File: config.mk
export PLATFORM = sky130hd
export DESIGN_NAME = imem_port_arbiter_flat
export DESIGN_NICKNAME = d
export VERILOG_FILES = /design/src/rtl/imem_port_arbiter_if.sv /design/src/rtl/imem_port_arbiter.sv /design/src/flat_wrapper.sv
export SDC_FILE = /design/constraint.sdc
export NUM_CORES = 1
export LEC_CHECK = 0
export BUFFER_PORTS_ARGS = -buffer_cell sky130_fd_sc_hd__buf_2
export CAP_MARGIN = 20
export CORE_MARGIN = 4
export CORE_UTILIZATION = 26
export CTS_CLUSTER_DIAMETER = 100
export DETAILED_ROUTE_END_ITERATION = 12
export HOLD_SLACK_MARGIN = 0.12
export MAX_ROUTING_LAYER = met4
export PLACE_DENSITY = 0.83
export SKIP_LAST_GASP = 1
export SYNTH_ARGS = -nofsm -noshare
export SYNTH_HDL_FRONTEND = slang
export SYNTH_SLANG_ARGS = --single-unit
File: constraint.sdc
create_clock -name clk -period 1.73 [get_ports clk]
set_clock_uncertainty 0.1 [all_clocks]
set_input_delay 0.0865 -clock clk [delete_from_list [all_inputs] [get_ports clk]]
set_output_delay 0.0865 -clock clk [all_outputs]
set_load 0.03 [all_outputs]
File: src/rtl/imem_port_arbiter_if.sv
`default_nettype none
// ============================================================================
//  Module   : imem_port_arbiter_if
//  Purpose  : Bundles the fetch, loader and memory-macro signals that pass
//             through imem_port_arbiter.
//  Ports    : AW - word-address width of the instruction memory
//             fetch  : if_addr, redirect -> if_rdata, if_valid, stall_f, stall_d
//             loader : ld_valid, ld_addr, ld_wdata -> ld_ready
//             memory : mem_en, mem_we, mem_addr, mem_wdata <- mem_rdata
//  Modports : slave  - the arbiter itself
//             master - the surrounding pipeline, loader and memory macro
//  Revision : 1.0  initial release
// ============================================================================
interface imem_port_arbiter_if #(
    parameter int AW = 10
);
    // Fetch side
    logic [AW-1:0] if_addr;
    logic          redirect;
    logic [31:0]   if_rdata;
    logic          if_valid;
    logic          stall_f;
    logic          stall_d;
    // Loader / debug write side
    logic          ld_valid;
    logic [AW-1:0] ld_addr;
    logic [31:0]   ld_wdata;
    logic          ld_ready;
    // Memory macro side
    logic          mem_en;
    logic          mem_we;
    logic [AW-1:0] mem_addr;
    logic [31:0]   mem_wdata;
    logic [31:0]   mem_rdata;

    modport slave (
        input  if_addr, redirect, ld_valid, ld_addr, ld_wdata, mem_rdata,
        output if_rdata, if_valid, stall_f, stall_d, ld_ready,
               mem_en, mem_we, mem_addr, mem_wdata
    );

    modport master (
        output if_addr, redirect, ld_valid, ld_addr, ld_wdata, mem_rdata,
        input  if_rdata, if_valid, stall_f, stall_d, ld_ready,
               mem_en, mem_we, mem_addr, mem_wdata
    );
endinterface
`default_nettype wire

File: src/rtl/imem_port_arbiter.sv
`default_nettype none
// ============================================================================
//  Module   : imem_port_arbiter
//  Purpose  : Shares a single-port synchronous instruction memory between the
//             fetch stage and a program loader / debug write port. While the
//             loader owns the port, StallF/StallD are raised. A branch
//             redirect kills the fetch whose data returns next cycle.
//  Ports    : clk            rising-edge clock
//             rst_n          asynchronous active-low reset
//             bus            imem_port_arbiter_if.slave (fetch/loader/memory)
//             perf_stall_cnt cycles with stall_f=1      (IMEM_ARB_PERF_EN only)
//             perf_kill_cnt  reads killed by redirect   (IMEM_ARB_PERF_EN only)
//  Params   : AW       word-address width (must match the interface)
//             LD_BURST max consecutive loader grants before a fetch slot (1..15)
//  Config   : define IMEM_ARB_PERF_EN to add the two performance counters
//  Revision : 1.0  initial release
// ============================================================================
module imem_port_arbiter #(
    parameter int AW       = 10,
    parameter int LD_BURST = 4
) (
    input  wire logic            clk,
    input  wire logic            rst_n,
    imem_port_arbiter_if.slave   bus
`ifdef IMEM_ARB_PERF_EN
    ,
    output logic [31:0]          perf_stall_cnt,
    output logic [31:0]          perf_kill_cnt
`endif
);

    localparam logic [3:0] c_BURST = 4'(LD_BURST);

    // YIELD drives exactly what FETCH drives; it exists so a burst that hit
    // its grant limit is visibly distinct from a loader that went quiet.
    typedef enum logic [1:0] {
        S_IDLE  = 2'd0,
        S_FETCH = 2'd1,
        S_LOAD  = 2'd2,
        S_YIELD = 2'd3
    } state_e;

    state_e        state_q, state_d;
    logic [3:0]    cnt_q, cnt_d;
    logic          rd_pend_q, rd_pend_d;

    logic [3:0]    w_cnt_inc;
    logic          w_mem_en;
    logic          w_mem_we;
    logic [AW-1:0] w_mem_addr;
    logic [31:0]   w_mem_wdata;
    logic          w_ld_ready;
    logic          w_stall;
    logic          w_rd_issue;

    // ------------------------------------------------------------------
    // Next-state and port steering
    // ------------------------------------------------------------------
    always_comb begin
        state_d     = state_q;
        cnt_d       = 4'd0;
        w_mem_en    = 1'b0;
        w_mem_we    = 1'b0;
        w_mem_addr  = '0;
        w_mem_wdata = 32'h0;
        w_ld_ready  = 1'b0;
        w_stall     = 1'b0;
        w_cnt_inc   = cnt_q + 4'd1;

        unique case (state_q)
            S_IDLE: begin
                w_stall = 1'b1;
                state_d = S_FETCH;
            end
            S_FETCH, S_YIELD: begin
                // A rising ld_valid still gets this fetch slot; the loader is
                // granted the port from the next cycle on.
                w_mem_en   = 1'b1;
                w_mem_addr = bus.if_addr;
                state_d    = bus.ld_valid ? S_LOAD : S_FETCH;
            end
            S_LOAD: begin
                // Every LOAD cycle writes; ld_valid here means another word
                // follows this one.
                w_mem_en    = 1'b1;
                w_mem_we    = 1'b1;
                w_mem_addr  = bus.ld_addr;
                w_mem_wdata = bus.ld_wdata;
                w_ld_ready  = 1'b1;
                w_stall     = 1'b1;
                if (!bus.ld_valid) begin
                    state_d = S_FETCH;
                end else if (w_cnt_inc == c_BURST) begin
                    state_d = S_YIELD;
                end else begin
                    state_d = S_LOAD;
                    cnt_d   = w_cnt_inc;
                end
            end
        endcase
    end

    // A read whose cycle also carries a redirect returns a wrong-path word;
    // drop it so IF/ID receives a NOP bubble instead.
    assign w_rd_issue = w_mem_en & ~w_mem_we;

    always_comb begin
        rd_pend_d = w_rd_issue & ~bus.redirect;
    end

    always_ff @(posedge clk or negedge rst_n) begin
        if (!rst_n) begin
            state_q   <= S_IDLE;
            cnt_q     <= 4'd0;
            rd_pend_q <= 1'b0;
        end else begin
            state_q   <= state_d;
            cnt_q     <= cnt_d;
            rd_pend_q <= rd_pend_d;
        end
    end

    assign bus.mem_en    = w_mem_en;
    assign bus.mem_we    = w_mem_we;
    assign bus.mem_addr  = w_mem_addr;
    assign bus.mem_wdata = w_mem_wdata;
    assign bus.ld_ready  = w_ld_ready;
    assign bus.stall_f   = w_stall;
    assign bus.stall_d   = w_stall;
    assign bus.if_valid  = rd_pend_q;
    assign bus.if_rdata  = rd_pend_q ? bus.mem_rdata : 32'h0;

`ifdef IMEM_ARB_PERF_EN
    // ------------------------------------------------------------------
    // Performance counters (free-running, wrap modulo 2^32)
    // ------------------------------------------------------------------
    logic [31:0] perf_stall_q, perf_stall_d;
    logic [31:0] perf_kill_q, perf_kill_d;

    always_comb begin
        perf_stall_d = perf_stall_q + {31'd0, w_stall};
        perf_kill_d  = perf_kill_q + {31'd0, w_rd_issue & bus.redirect};
    end

    always_ff @(posedge clk or negedge rst_n) begin
        if (!rst_n) begin
            perf_stall_q <= 32'd0;
            perf_kill_q  <= 32'd0;
        end else begin
            perf_stall_q <= perf_stall_d;
            perf_kill_q  <= perf_kill_d;
        end
    end

    assign perf_stall_cnt = perf_stall_q;
    assign perf_kill_cnt  = perf_kill_q;
`endif

endmodule
`default_nettype wire
File: src/flat_wrapper.sv
// flat-port wrapper written by rule: the top's interface ports become plain ports
module imem_port_arbiter_flat 
#(
    parameter int AW       = 10,
    parameter int LD_BURST = 4
)
  (clk, rst_n, bus_if_addr, bus_redirect, bus_ld_valid, bus_ld_addr, bus_ld_wdata, bus_mem_rdata, bus_if_rdata, bus_if_valid, bus_stall_f, bus_stall_d, bus_ld_ready, bus_mem_en, bus_mem_we, bus_mem_addr, bus_mem_wdata);
  imem_port_arbiter_if #(.AW(AW)) bus_i ();
  input  wire logic clk;
  input  wire logic rst_n;
  input wire logic [$bits(bus_i.if_addr)-1:0] bus_if_addr;
  input wire logic [$bits(bus_i.redirect)-1:0] bus_redirect;
  input wire logic [$bits(bus_i.ld_valid)-1:0] bus_ld_valid;
  input wire logic [$bits(bus_i.ld_addr)-1:0] bus_ld_addr;
  input wire logic [$bits(bus_i.ld_wdata)-1:0] bus_ld_wdata;
  input wire logic [$bits(bus_i.mem_rdata)-1:0] bus_mem_rdata;
  output wire logic [$bits(bus_i.if_rdata)-1:0] bus_if_rdata;
  output wire logic [$bits(bus_i.if_valid)-1:0] bus_if_valid;
  output wire logic [$bits(bus_i.stall_f)-1:0] bus_stall_f;
  output wire logic [$bits(bus_i.stall_d)-1:0] bus_stall_d;
  output wire logic [$bits(bus_i.ld_ready)-1:0] bus_ld_ready;
  output wire logic [$bits(bus_i.mem_en)-1:0] bus_mem_en;
  output wire logic [$bits(bus_i.mem_we)-1:0] bus_mem_we;
  output wire logic [$bits(bus_i.mem_addr)-1:0] bus_mem_addr;
  output wire logic [$bits(bus_i.mem_wdata)-1:0] bus_mem_wdata;
  assign bus_i.if_addr = bus_if_addr;
  assign bus_i.redirect = bus_redirect;
  assign bus_i.ld_valid = bus_ld_valid;
  assign bus_i.ld_addr = bus_ld_addr;
  assign bus_i.ld_wdata = bus_ld_wdata;
  assign bus_i.mem_rdata = bus_mem_rdata;
  assign bus_if_rdata = bus_i.if_rdata;
  assign bus_if_valid = bus_i.if_valid;
  assign bus_stall_f = bus_i.stall_f;
  assign bus_stall_d = bus_i.stall_d;
  assign bus_ld_ready = bus_i.ld_ready;
  assign bus_mem_en = bus_i.mem_en;
  assign bus_mem_we = bus_i.mem_we;
  assign bus_mem_addr = bus_i.mem_addr;
  assign bus_mem_wdata = bus_i.mem_wdata;
  imem_port_arbiter #(.AW(AW), .LD_BURST(LD_BURST)) u_core (.clk(clk), .rst_n(rst_n), .bus(bus_i));
endmodule
======== Word-level counts from Yosys, hierarchy flattened ========
Cells that the tools add are included.
W data, S select, Z words.
cells by class
  muxes and demuxes ....................... 13
  shift operators ......................... 0
  div/mod/pow operators ................... 0
  reductions and logical operators ........ 4
  multiply operators ...................... 0
  add/sub/neg operators ................... 1
  bitwise logic cells ..................... 4
  eq/ne operators ......................... 4
  $lt $le $gt $ge ......................... 0
operators with widths
  kind                   count
  $mux W32               2
  $pmux W10 S2           1
  $mux W4                3
  $pmux W2 S3            1
  $add A4 B1 Y4 const B  1
  $eq A2 B2 Y1 const B   2
  $eq A4 B3 Y1 const B   1
  $mux W1                4
  $mux W2                2
  $reduce_or A2 Y1       2
  $reduce_or A3 Y1       1
  $and A1 B1 Y1          2
  $eq A2 B1 Y1 const B   1
  $logic_not A2 Y1       1
  $not A1 Y1             2
word-level totals
  flip-flop bits (word level) ............. 7
  memories kept ........................... 0
  latch bits .............................. 0
  bits of input ports ..................... 88
  output and inout port bits .............. 80
  memory bits (writable) .................. 0
  memory bits (read-only) ................. 0

======== Longest topological paths before layout ========
Gate-level depths: netlist (run 1).
  depth after elaboration ................. 5
  depth in mapped cells ................... 4
  mapped depth without buffers ............ 4

======== Least setup slack after synthesis (run 1) ========
OpenSTA, ideal clock, no wires.
  kind .................................... reg2out
  start ................................... register u_core.state_q[0]
  end ..................................... output bus_mem_addr[0]
  path buffers ............................ 1
  arrival ................................. 1.314 ns
  data required time ...................... 1.543 ns
  path slack .............................. 0.230 ns
  stages on the path, launching flop included .. 3
  cells stage by stage .................... dfrtp_1 > clkbuf_1 > o21ai_0
on the way
  word-level cells in the longest chain between the ends .. 3
  elaborated cells between the ends (all ways) .. 5
RTL lines
  item                                                 RTL line                  source
  from (decl)                                          imem_port_arbiter.sv:43   state_e state_q, state_d;
  from (signal assigned)                               imem_port_arbiter.sv:117  state_q <= state_d;
  $eq A2 B1 Y1 / $eq A2 B2 Y1 (equally long branches)  imem_port_arbiter.sv:70   unique case (state_q)
  $reduce_or A2 Y1                                     imem_port_arbiter.sv:70
  $pmux W10 S2 *                                       imem_port_arbiter.sv:70
  to (decl)                                            flat_wrapper.sv:24        output wire logic [$bits(bus_i.mem_addr)-1:0] bus_mem_addr;
Every way passes the cells marked *; elsewhere a longest branch is shown, timed or not.

======== Worst setup path after layout (run 1) ========
  start ................................... register u_core.cnt_q[0]
  end ..................................... register u_core.cnt_q[1]
on the way
  word-level cells in the longest chain between the ends .. 5
RTL lines
  item                    RTL line                  source
  from (decl)             imem_port_arbiter.sv:44   logic [3:0] cnt_q, cnt_d;
  from (signal assigned)  imem_port_arbiter.sv:118  cnt_q <= cnt_d;
  $add A4 B1 Y4 *         imem_port_arbiter.sv:68   w_cnt_inc = cnt_q + 4'd1;
  $eq A4 B3 Y1            imem_port_arbiter.sv:93   end else if (w_cnt_inc == c_BURST) begin
  $mux W4 *               imem_port_arbiter.sv:93
  $mux W4 *               imem_port_arbiter.sv:91   if (!bus.ld_valid) begin
  $mux W4 *               imem_port_arbiter.sv:70
  via u_core.cnt_d[1]     imem_port_arbiter.sv:44
The timed path passes the listed nets; every way through them passes the cells marked *.

==> results.sh, run 1 <==
export IMPL_seq_area_frac_synth=0.1950
export IMPL_setup_viol=0
export IMPL_relSlewSlack=0.7691
export IMPL_r2r_cells=4
export IMPL_die_w_um=66.78
export IMPL_clk_latency_ps=240
export IMPL_critPathCapture="u_core.cnt_q[1]"
export IMPL_cts_buffers=3
export IMPL_worstHoldPathType="in -> out"
export IMPL_tritoncts="yes"
export IMPL_gp_congestion=0.7397
export IMPL_cap_violations=0
export IMPL_irDropWorstVdd_uv=360.2
export IMPL_yosysTopAreaCellShare=0.4526
export IMPL_grt_pass1_wl_mm=5.313
export IMPL_max_freq_ghz=0.6268
export IMPL_setup_tns_ps=0
export IMPL_r2r_end="u_core.cnt_q[1]"
export IMPL_syn_nets=210
export IMPL_core_area_mm2=0.003337
export IMPL_p_leak_nw=1.184
export IMPL_maxSlewViolCount=0
export IMPL_syn_avg_cell_area_um2=7.486
export IMPL_ctsResizeCount=0
export IMPL_first_pass_iters=4
export IMPL_initial_core_util=0.2692
export IMPL_synth_cell_types=25
export IMPL_cts_root_buf="clkbuf_4"
export IMPL_insertedDiodeCount=0
export IMPL_startpoint="u_core.cnt_q[0]"
export IMPL_cts_max_path_buffers=2
export IMPL_viasPerCell=4.072
export IMPL_r2r_setup_slack_ps=130
export IMPL_endpoint_kind="register"
export IMPL_final_cell_mix="buf_2 (167), and2_1 (65), a22o_1 (9)"
export IMPL_io_pins=168
export IMPL_routed_wl_mm=3.878
export IMPL_reg2reg_from="u_core.cnt_q[0]"
export IMPL_drive_gt1_frac=0.6167
export IMPL_wire_per_inst_um=11.65
export IMPL_grt_max_degree=45
export IMPL_slowest_stage="or3b_2"
export IMPL_cp_cell_sequence="ha_1, or3b_2, o31ai_1, a211oi_1"
export IMPL_drt_iter0_markers=37
export IMPL_synthCells=120
export IMPL_cts_setup_buffers=0
export IMPL_ctsHoldBuffers=4
export IMPL_power_w=0.001120
export IMPL_grt_setup_unrepaired="false"
export IMPL_antenna_left=0
export IMPL_fill_cells=331
export IMPL_grt_overflow=0
export IMPL_grt_pass1_vias=1197
export IMPL_ys_seq_elements=7
export IMPL_die_h_um=66.78
export IMPL_path_max_fanout=6
export IMPL_htree_levels=1
export IMPL_worst_path_buf_inv=0
export IMPL_yosysWarnings=0
export IMPL_hold_viol_final=0
export IMPL_cp_required_ps=1740
export IMPL_drc=0
export IMPL_power_density_mw_per_mm2=608.4
export IMPL_cp_top_family="simple AND/OR/NAND/NOR gates"
export IMPL_worstSetupStartpointType="register"
export IMPL_areaGrowthSynthToFinish_pct=104.9
export IMPL_final_nets=378
export IMPL_crit_cells=4
export IMPL_period_needed_ps=1596
export IMPL_io_buffers=167
export IMPL_cp_arrival_ps=1600
export IMPL_cp_slowest_stage_delay_ps=470
export IMPL_hpwl_mm=3.332
export IMPL_synth_area_top_cells="and2_1 (45%), dfrtp_1 (19%), a22o_1 (8.8%), ha_1 (2.8%), nand2_1 (2.1%)"
export IMPL_netlist_area_um2=898.4
export IMPL_post_route_period_util=0.9223
export IMPL_grt_util_all_layers=0.1539
export IMPL_final_common_cell="buf_2"
export IMPL_die_area_mm2=0.004460
export IMPL_yosysTopAreaCell="and2_1"
export IMPL_status="completed"
export IMPL_via_count=1356
export IMPL_antenna_found_initial=0
export IMPL_rows=21
export IMPL_tightest_slew_ps=345.1
export IMPL_cts_clk_slew_worst_paths_ps=50
export IMPL_cts_sinks=7
export IMPL_crit_type="reg -> reg"
-- worst reg2reg max path: stages, from the launching register on --
cell	delay (ps)
dfrtp_1	420
ha_1	210
or3b_2	470
o31ai_1	110
a211oi_1	140
-- worst min path at each step --
stage	depth (start not counted)	from	slack, ps	to
global route	3	bus_mem_rdata[4]	440	bus_if_rdata[4]
finish	3	bus_ld_wdata[15]	420	bus_mem_wdata[15]
global placement	1	rst_n	-180	u_core.cnt_q[3]
detailed placement	1	rst_n	-170	u_core.cnt_q[3]
floorplan	0	rst_n	-310	u_core.bus.if_valid
CTS	3	bus_redirect	420	u_core.bus.if_valid
-- cell type report --
cell class	count	area [um2]	area share
repair buffers	174	910.9	0.4949
multi-input cells	100	663.1	0.3603
flip-flops and latches	7	175.2	0.09517
well taps	46	57.56	0.03127
clock buffers	4	26.28	0.01428
inverters	2	7.507	0.004079
-- stage by stage --
step / utilization / hold WS (ps) / cells / setup slack, ps / cell area (um2)
2_1_floorplan: - / -309.1 / 120 / 229.5 / 898.4
3_3_place_gp: 0.5317 / -175.3 / 325 / 209.0 / 1774
3_5_place_dp: 0.5317 / -170.4 / 325 / 163.7 / 1774
4_1_cts: 0.5516 / 422.0 / 333 / 121.1 / 1841
5_1_grt: 0.5516 / 436.9 / 333 / 25.26 / 1841
6_report: 0.5516 / 424.0 / 333 / 134.5 / 1841
-- synthesized netlist by cell type --
library cell,instances
a21boi_0,1
nand3_1,1
or3b_2,1
or2_2,1
and2_1,65
a221oi_1,1
nand2b_1,2
a41oi_2,1
and3b_1,1
nor2_1,3
clkbuf_1,4
buf_2,3
or3_1,1
dfrtp_1,7
buf_4,2
a211oi_1,1
nand2_1,5
inv_1,2
a22o_1,9
ha_1,2
o31ai_1,1
nor2b_1,1
clkbuf_2,2
xor2_1,1
o21ai_0,2
-- flip-flops by register name, indices dropped and copies added (netlist names) --
register / flops
u_core.bus.if_valid: 1
u_core.cnt_q: 4
u_core.state_q: 2
-- logic make-up (layout without fill, tap and decap cells) --
family / count (synthesis) / count (layout) / synth area share
AOI/OAI and AO/OA: 16 / 16 / 0.1518
xor gates and xnor gates: 1 / 1 / 0.009751
adders and majority gates: 2 / 2 / 0.02785
buffers and inverters: 13 / 180 / 0.06963
DFF: 7 / 7 / 0.1950
and+or+nand+nor: 81 / 81 / 0.5460
-- metal layers --
layer | vias up | wire, um | GRT usage
met3 | 2 | 474 | 0.04047
met4 | 0 | 14 | 0.03807
met1 | 555 | 1444 | 0.1623
met2 | 78 | 1944 | 0.2834
met5 | - | 0 | -
li1 | 721 | - | -
-- report_power, final --
group | total, W | switching (W) | internal [W]
sequential | 0.000185 | 0.00000974 | 0.000175
combinational | 0.000791 | 0.000507 | 0.000284
clock | 0.000144 | 0.0000563 | 0.0000878
total | 0.00112 | 0.000573 | 0.000547
Note: power is estimated with default switching activity, not from simulation.
==> inputs of run 2 (changes only) <==
--- a/config.mk
+++ b/config.mk
@@ -8,12 +8,13 @@
 export BUFFER_PORTS_ARGS = -buffer_cell sky130_fd_sc_hd__buf_2
 export CAP_MARGIN = 20
 export CORE_MARGIN = 4
-export CORE_UTILIZATION = 26
+export CORE_UTILIZATION = 27
+export CTS_BUF_LIST = sky130_fd_sc_hd__clkbuf_8
 export CTS_CLUSTER_DIAMETER = 100
 export DETAILED_ROUTE_END_ITERATION = 12
 export HOLD_SLACK_MARGIN = 0.12
 export MAX_ROUTING_LAYER = met4
-export PLACE_DENSITY = 0.83
+export PLACE_DENSITY = 0.86
 export SKIP_LAST_GASP = 1
 export SYNTH_ARGS = -nofsm -noshare
 export SYNTH_HDL_FRONTEND = slang
==> run 2 against run 1 <==
  * Design area grew 0.54%
  * Flip-flop and latch count is the same
  * Critical endpoint is now u_core.cnt_q[2]
  * Critical path depth is the same
  * Highest routed layer unchanged
  * Clock power grew 58%
  * Sequential share of layout area is essentially flat
  * Hold slack is essentially flat
==> results.sh, run 2 (synthesis gave the netlist of run 1 again) <==
export IMPL_status="completed"
export IMPL_via_count=1399
export IMPL_tritoncts="yes"
export IMPL_worstHoldPathType="in -> out"
export IMPL_cts_root_buf="clkbuf_8"
export IMPL_cp_required_ps=1720
export IMPL_drc=0
export IMPL_cts_sinks=7
export IMPL_routed_wl_mm=3.969
export IMPL_worstSetupStartpointType="register"
export IMPL_cp_top_family="simple AND/OR/NAND/NOR gates"
export IMPL_antenna_found_initial=0
export IMPL_max_freq_ghz=0.6238
export IMPL_wire_per_inst_um=12.03
export IMPL_grt_pass1_wl_mm=6.182
export IMPL_drive_gt1_frac=0.6189
export IMPL_setup_viol=0
export IMPL_largest_reg_flops=4
export IMPL_maxSlewViolCount=0
export IMPL_cts_buffers=3
export IMPL_endpoint_kind="register"
export IMPL_core_area_mm2=0.003128
export IMPL_htree_levels=1
export IMPL_slowest_stage="or3b_2"
export IMPL_cts_setup_buffers=0
export IMPL_areaGrowthSynthToFinish_pct=106.0
export IMPL_final_common_cell="buf_2"
export IMPL_fill_cells=286
export IMPL_grt_pass1_vias=1394
export IMPL_setup_ws_ps=127.0
export IMPL_cts_clk_slew_worst_paths_ps=40
export IMPL_drt_iter0_markers=22
export IMPL_cp_arrival_ps=1590
export IMPL_grt_util_all_layers=0.1829
export IMPL_final_cell_mix="buf_2 (167), and2_1 (65), a22o_1 (9)"
export IMPL_clk_latency_ps=230
export IMPL_grt_setup_unrepaired="false"
export IMPL_power_density_mw_per_mm2=650.5
export IMPL_hpwl_mm=3.421
export IMPL_crit_type="reg -> reg"
export IMPL_die_h_um=65.68
export IMPL_antenna_left=0
export IMPL_viasPerCell=4.239
export IMPL_initial_core_util=0.2872
export IMPL_path_max_fanout=6
export IMPL_relSlewSlack=0.7533
export IMPL_io_buffers=167
export IMPL_insertedDiodeCount=0
export IMPL_rows=20
export IMPL_cp_slowest_stage_delay_ps=480
export IMPL_io_pins=168
export IMPL_hold_viol_final=0
export IMPL_cp_cell_sequence="ha_1, or3b_2, o31ai_1, a221oi_1"
export IMPL_grt_max_degree=45
export IMPL_place_ws_ps=138.4
export IMPL_first_pass_iters=4
export IMPL_worst_path_buf_inv=0
export IMPL_irDropWorstVdd_uv=659.7
export IMPL_largest_register="u_core.cnt_q"
export IMPL_grt_overflow=0
export IMPL_cap_violations=0
export IMPL_tightest_slew_ps=366.9
export IMPL_period_needed_ps=1603
export IMPL_final_nets=377
export IMPL_p_leak_nw=1.189
export IMPL_post_route_period_util=0.9266
export IMPL_die_area_mm2=0.004314
export IMPL_cts_max_path_buffers=2
export IMPL_gp_congestion=0.8402
export IMPL_die_w_um=65.68
export IMPL_setup_tns_ps=0
==> run 2: cell types whose count changed in the layout (fill, tap and decap cells not counted), sizes merged <==
| cell | delta |
|---|---|
| inv | +1 |
| buf | -1 |
| clkbuf | -1 |
==> run 2: worst paths after layout <==
kind | start | end | slack [ps] | depth (start not counted)
setup / recovery | u_core.cnt_q[0] | u_core.cnt_q[2] | 130 | 4
hold / removal | bus_ld_wdata[0] | bus_mem_wdata[0] | 420 | 3
setup reg to reg | u_core.cnt_q[0] | u_core.cnt_q[2] | 130 | 4
hold reg to reg | u_core.cnt_q[0] | u_core.cnt_q[0] | 450 | 1
max in group asynchronous | rst_n | u_core.bus.if_valid | 560 | 3
min in group asynchronous | rst_n | u_core.cnt_q[1] | 700 | 3
==> run 2: area by class of cell <==
type	count	area, um2	area share
clock inverters	1	3.754	0.002028
multi-input cells	100	663.1	0.3584
repair buffers	173	903.4	0.4882
inverters	2	7.507	0.004057
clock buffers	3	41.29	0.02231
well taps	44	55.05	0.02975
flip-flops and latches	7	176.4	0.09533
==> run 2: metal layers <==
metal	vias to the layer above	share of wire	global-route usage
li1	716	-	-
met2	82	0.53	0.3417
met3	6	0.11	0.04103
met1	595	0.34	0.1847
met5	-	0	-
met4	0	0.016	0.06477
==> run 2: per-stage QoR <==
stage,area (um2),cells,util,hold slack (ps),power (W)
2_1_floorplan,898.4,120,-,-309.1,0.0007100
3_3_place_gp,1764,322,0.5640,-176.7,0.0009662
3_5_place_dp,1764,322,0.5640,-175.4,0.0009763
4_1_cts,1849,330,0.5912,426.3,0.001220
5_1_grt,1851,330,0.5916,441.4,0.001292
6_report,1851,330,0.5916,424.1,0.001204
==> run 2: report_power, final <==
group | total, W | internal, W | switching (W) | leakage [nW]
Clock | 0.000228 | 0.000154 | 0.0000744 | 0.0269
Sequential | 0.000200 | 0.000176 | 0.0000241 | 0.0912
Combinational | 0.000776 | 0.000281 | 0.000495 | 1.07
Total | 0.00120 | 0.000610 | 0.000593 | 1.19
==> run 2: what timing repair did <==
| item | CTS | global route |
|---|---|---|
| resized for setup | 0 | 1 |
| setup endpoints to repair | 0 | 3 |
| hold buffers | 4 | 0 |
| endpoints found under the hold margin | 14 | 0 |
==> run 2: worst reg2reg max path, cell delays in order (launching register included) <==
cell      delay [ps]
dfrtp_1          420
ha_1             200
or3b_2           480
o31ai_1          130
a221oi_1         130
==> inputs of run 3 (changes only) <==
--- a/config.mk
+++ b/config.mk
@@ -15,6 +15,7 @@
 export HOLD_SLACK_MARGIN = 0.12
 export MAX_ROUTING_LAYER = met4
 export PLACE_DENSITY = 0.86
+export RECOVER_POWER = 100
 export SKIP_LAST_GASP = 1
 export SYNTH_ARGS = -nofsm -noshare
 export SYNTH_HDL_FRONTEND = slang
==> run 3 against run 2 <==
  * Flip-flop and latch count unchanged
  * Via count up 0.50%
  * Hold slack gained 15 ps
  * Clock power hardly changed
  * Sequential share of layout area increased by 0.27 points
  * Final cell count stayed put
  * Largest power group unchanged
  * Highest routed layer unchanged
==> results.sh, run 3 (synthesis gave the netlist of run 1 again) <==
export IMPL_status="completed"
export IMPL_via_count=1406
export IMPL_insertedDiodeCount=0
export IMPL_cts_root_buf="clkbuf_8"
export IMPL_final_nets=377
export IMPL_cp_slowest_stage_delay_ps=470
export IMPL_io_buffers=167
export IMPL_largest_reg_flops=4
export IMPL_endpoint_kind="register"
export IMPL_grt_overflow=0
export IMPL_htree_levels=1
export IMPL_cts_sinks=7
export IMPL_cts_clk_slew_worst_paths_ps=40
export IMPL_place_inst=322
export IMPL_multi_input_area_um2=655.6
export IMPL_drive_gt1_frac=0.4930
export IMPL_cp_arrival_ps=1580
export IMPL_tritoncts="yes"
export IMPL_rows=20
export IMPL_areaGrowthSynthToFinish_pct=100.3
export IMPL_wire_per_inst_um=12.14
export IMPL_p_leak_nw=1.025
export IMPL_max_freq_ghz=0.6292
export IMPL_post_route_period_util=0.9187
export IMPL_viasPerCell=4.261
export IMPL_antenna_left=0
export IMPL_first_pass_iters=4
export IMPL_slowest_stage="or3b_2"
export IMPL_setup_viol=0
export IMPL_die_h_um=65.68
export IMPL_grt_util_all_layers=0.1829
export IMPL_core_area_mm2=0.003128
export IMPL_cts_buffers=3
export IMPL_initial_core_util=0.2872
export IMPL_final_cells=330
export IMPL_antenna_found_initial=0
export IMPL_cap_violations=0
export IMPL_cp_cell_sequence="ha_1, or3b_2, o31ai_1, a221oi_1"
export IMPL_final_seq_area_um2=176.4
export IMPL_worstSetupStartpointType="register"
export IMPL_cts_max_path_buffers=2
export IMPL_routed_wl_mm=4.007
export IMPL_relSlewSlack=0.7226
export IMPL_gp_congestion=0.8402
export IMPL_crit_type="reg -> reg"
export IMPL_path_max_fanout=6
export IMPL_drt_iter0_markers=15
export IMPL_die_w_um=65.68
export IMPL_irDropWorstVdd_uv=658.5
export IMPL_power_density_mw_per_mm2=659.4
export IMPL_io_pins=168
export IMPL_hold_viol_final=0
export IMPL_cp_required_ps=1720
export IMPL_grt_pass1_wl_mm=6.182
export IMPL_drc=0
export IMPL_tightest_slew_ps=417.8
export IMPL_final_cell_mix="buf_2 (90), and2_1 (63), clkbuf_2 (42)"
export IMPL_maxSlewViolCount=0
export IMPL_hpwl_mm=3.421
export IMPL_clk_latency_ps=230
export IMPL_grt_pass1_vias=1394
export IMPL_die_area_mm2=0.004314
export IMPL_grt_max_degree=45
export IMPL_grt_setup_unrepaired="false"
export IMPL_worstHoldPathType="in -> out"
export IMPL_largest_register="u_core.cnt_q"
export IMPL_period_needed_ps=1589
export IMPL_final_common_cell="buf_2"
export IMPL_fill_cells=305
export IMPL_setup_tns_ps=0
==> run 3: changes by cell type in the layout (fill, tap and decap cells not counted), sizes merged <==
cell | previous run | this run
clkbuf | 3 | 80
buf | 169 | 92
==> run 3: layout make-up <==
cell class,count,area share
Timing Repair Buffer,173,0.4777
Multi-Input combinational cell,100,0.3644
Clock buffer,3,0.02295
Clock inverter,1,0.002086
Tap cell,44,0.03060
Sequential cell,7,0.09805
Inverter,2,0.004172
==> run 3: what timing repair did <==
item,4_1_cts,5_1_grt
setup endpoints to repair,0,3
gates resized for setup,0,1
hold buffers,4,0
buffers inserted,0,0
endpoints found under the hold margin,14,0
==> run 3: path summary, 6_finish.rpt <==
path                                  from             endpoint  slack (ps)  cells past startpoint
max in group asynchronous            rst_n  u_core.bus.if_valid         570                      3
hold / removal             bus_ld_wdata[0]     bus_mem_wdata[0]         440                      3
min in group asynchronous            rst_n      u_core.cnt_q[1]         700                      3
setup reg to reg           u_core.cnt_q[0]      u_core.cnt_q[2]         140                      4
setup / recovery           u_core.cnt_q[0]      u_core.cnt_q[2]         140                      4
hold reg to reg            u_core.cnt_q[0]      u_core.cnt_q[0]         450                      1
==> run 3: per-stage QoR <==
stage | area [um2] | power [W] | util | worst slack (ps) | hold slack (ps)
6_report | 1799 | 0.001187 | 0.5752 | 140.6 | 438.8
5_1_grt | 1799 | 0.001274 | 0.5752 | 19.49 | 456.3
3_5_place_dp | 1764 | 0.0009763 | 0.5640 | 138.4 | -175.4
2_1_floorplan | 898.4 | 0.0007100 | - | 229.5 | -309.1
4_1_cts | 1849 | 0.001220 | 0.5912 | 132.4 | 426.3
3_3_place_gp | 1764 | 0.0009662 | 0.5640 | 205.6 | -176.7
==> run 3: routing by layer <==
layer / vias to the layer above / global-route usage / share of wire
li1: 715 / - / -
met3: 6 / 0.04103 / 0.12
met1: 598 / 0.1847 / 0.34
met2: 87 / 0.3417 / 0.52
met4: 0 / 0.06477 / 0.016
met5: - / - / 0
==> run 3: worst max-delay path: cells and delay by family, from the launching register on <==
family	cells	cell delay [ps]
AO/OA/AOI/OAI	2	250
adder cells (fa/ha/maj)	1	200
flip-flops	1	420
AND/OR/NAND/NOR	1	470
==> run 3: where the power goes <==
part           leakage, nW  total, W  switching, W  internal, W
sequential          0.0912  0.000200     0.0000241     0.000176
clock               0.0269  0.000229     0.0000752     0.000154
combinational        0.907  0.000757      0.000499     0.000258
total                 1.03   0.00119      0.000599     0.000588
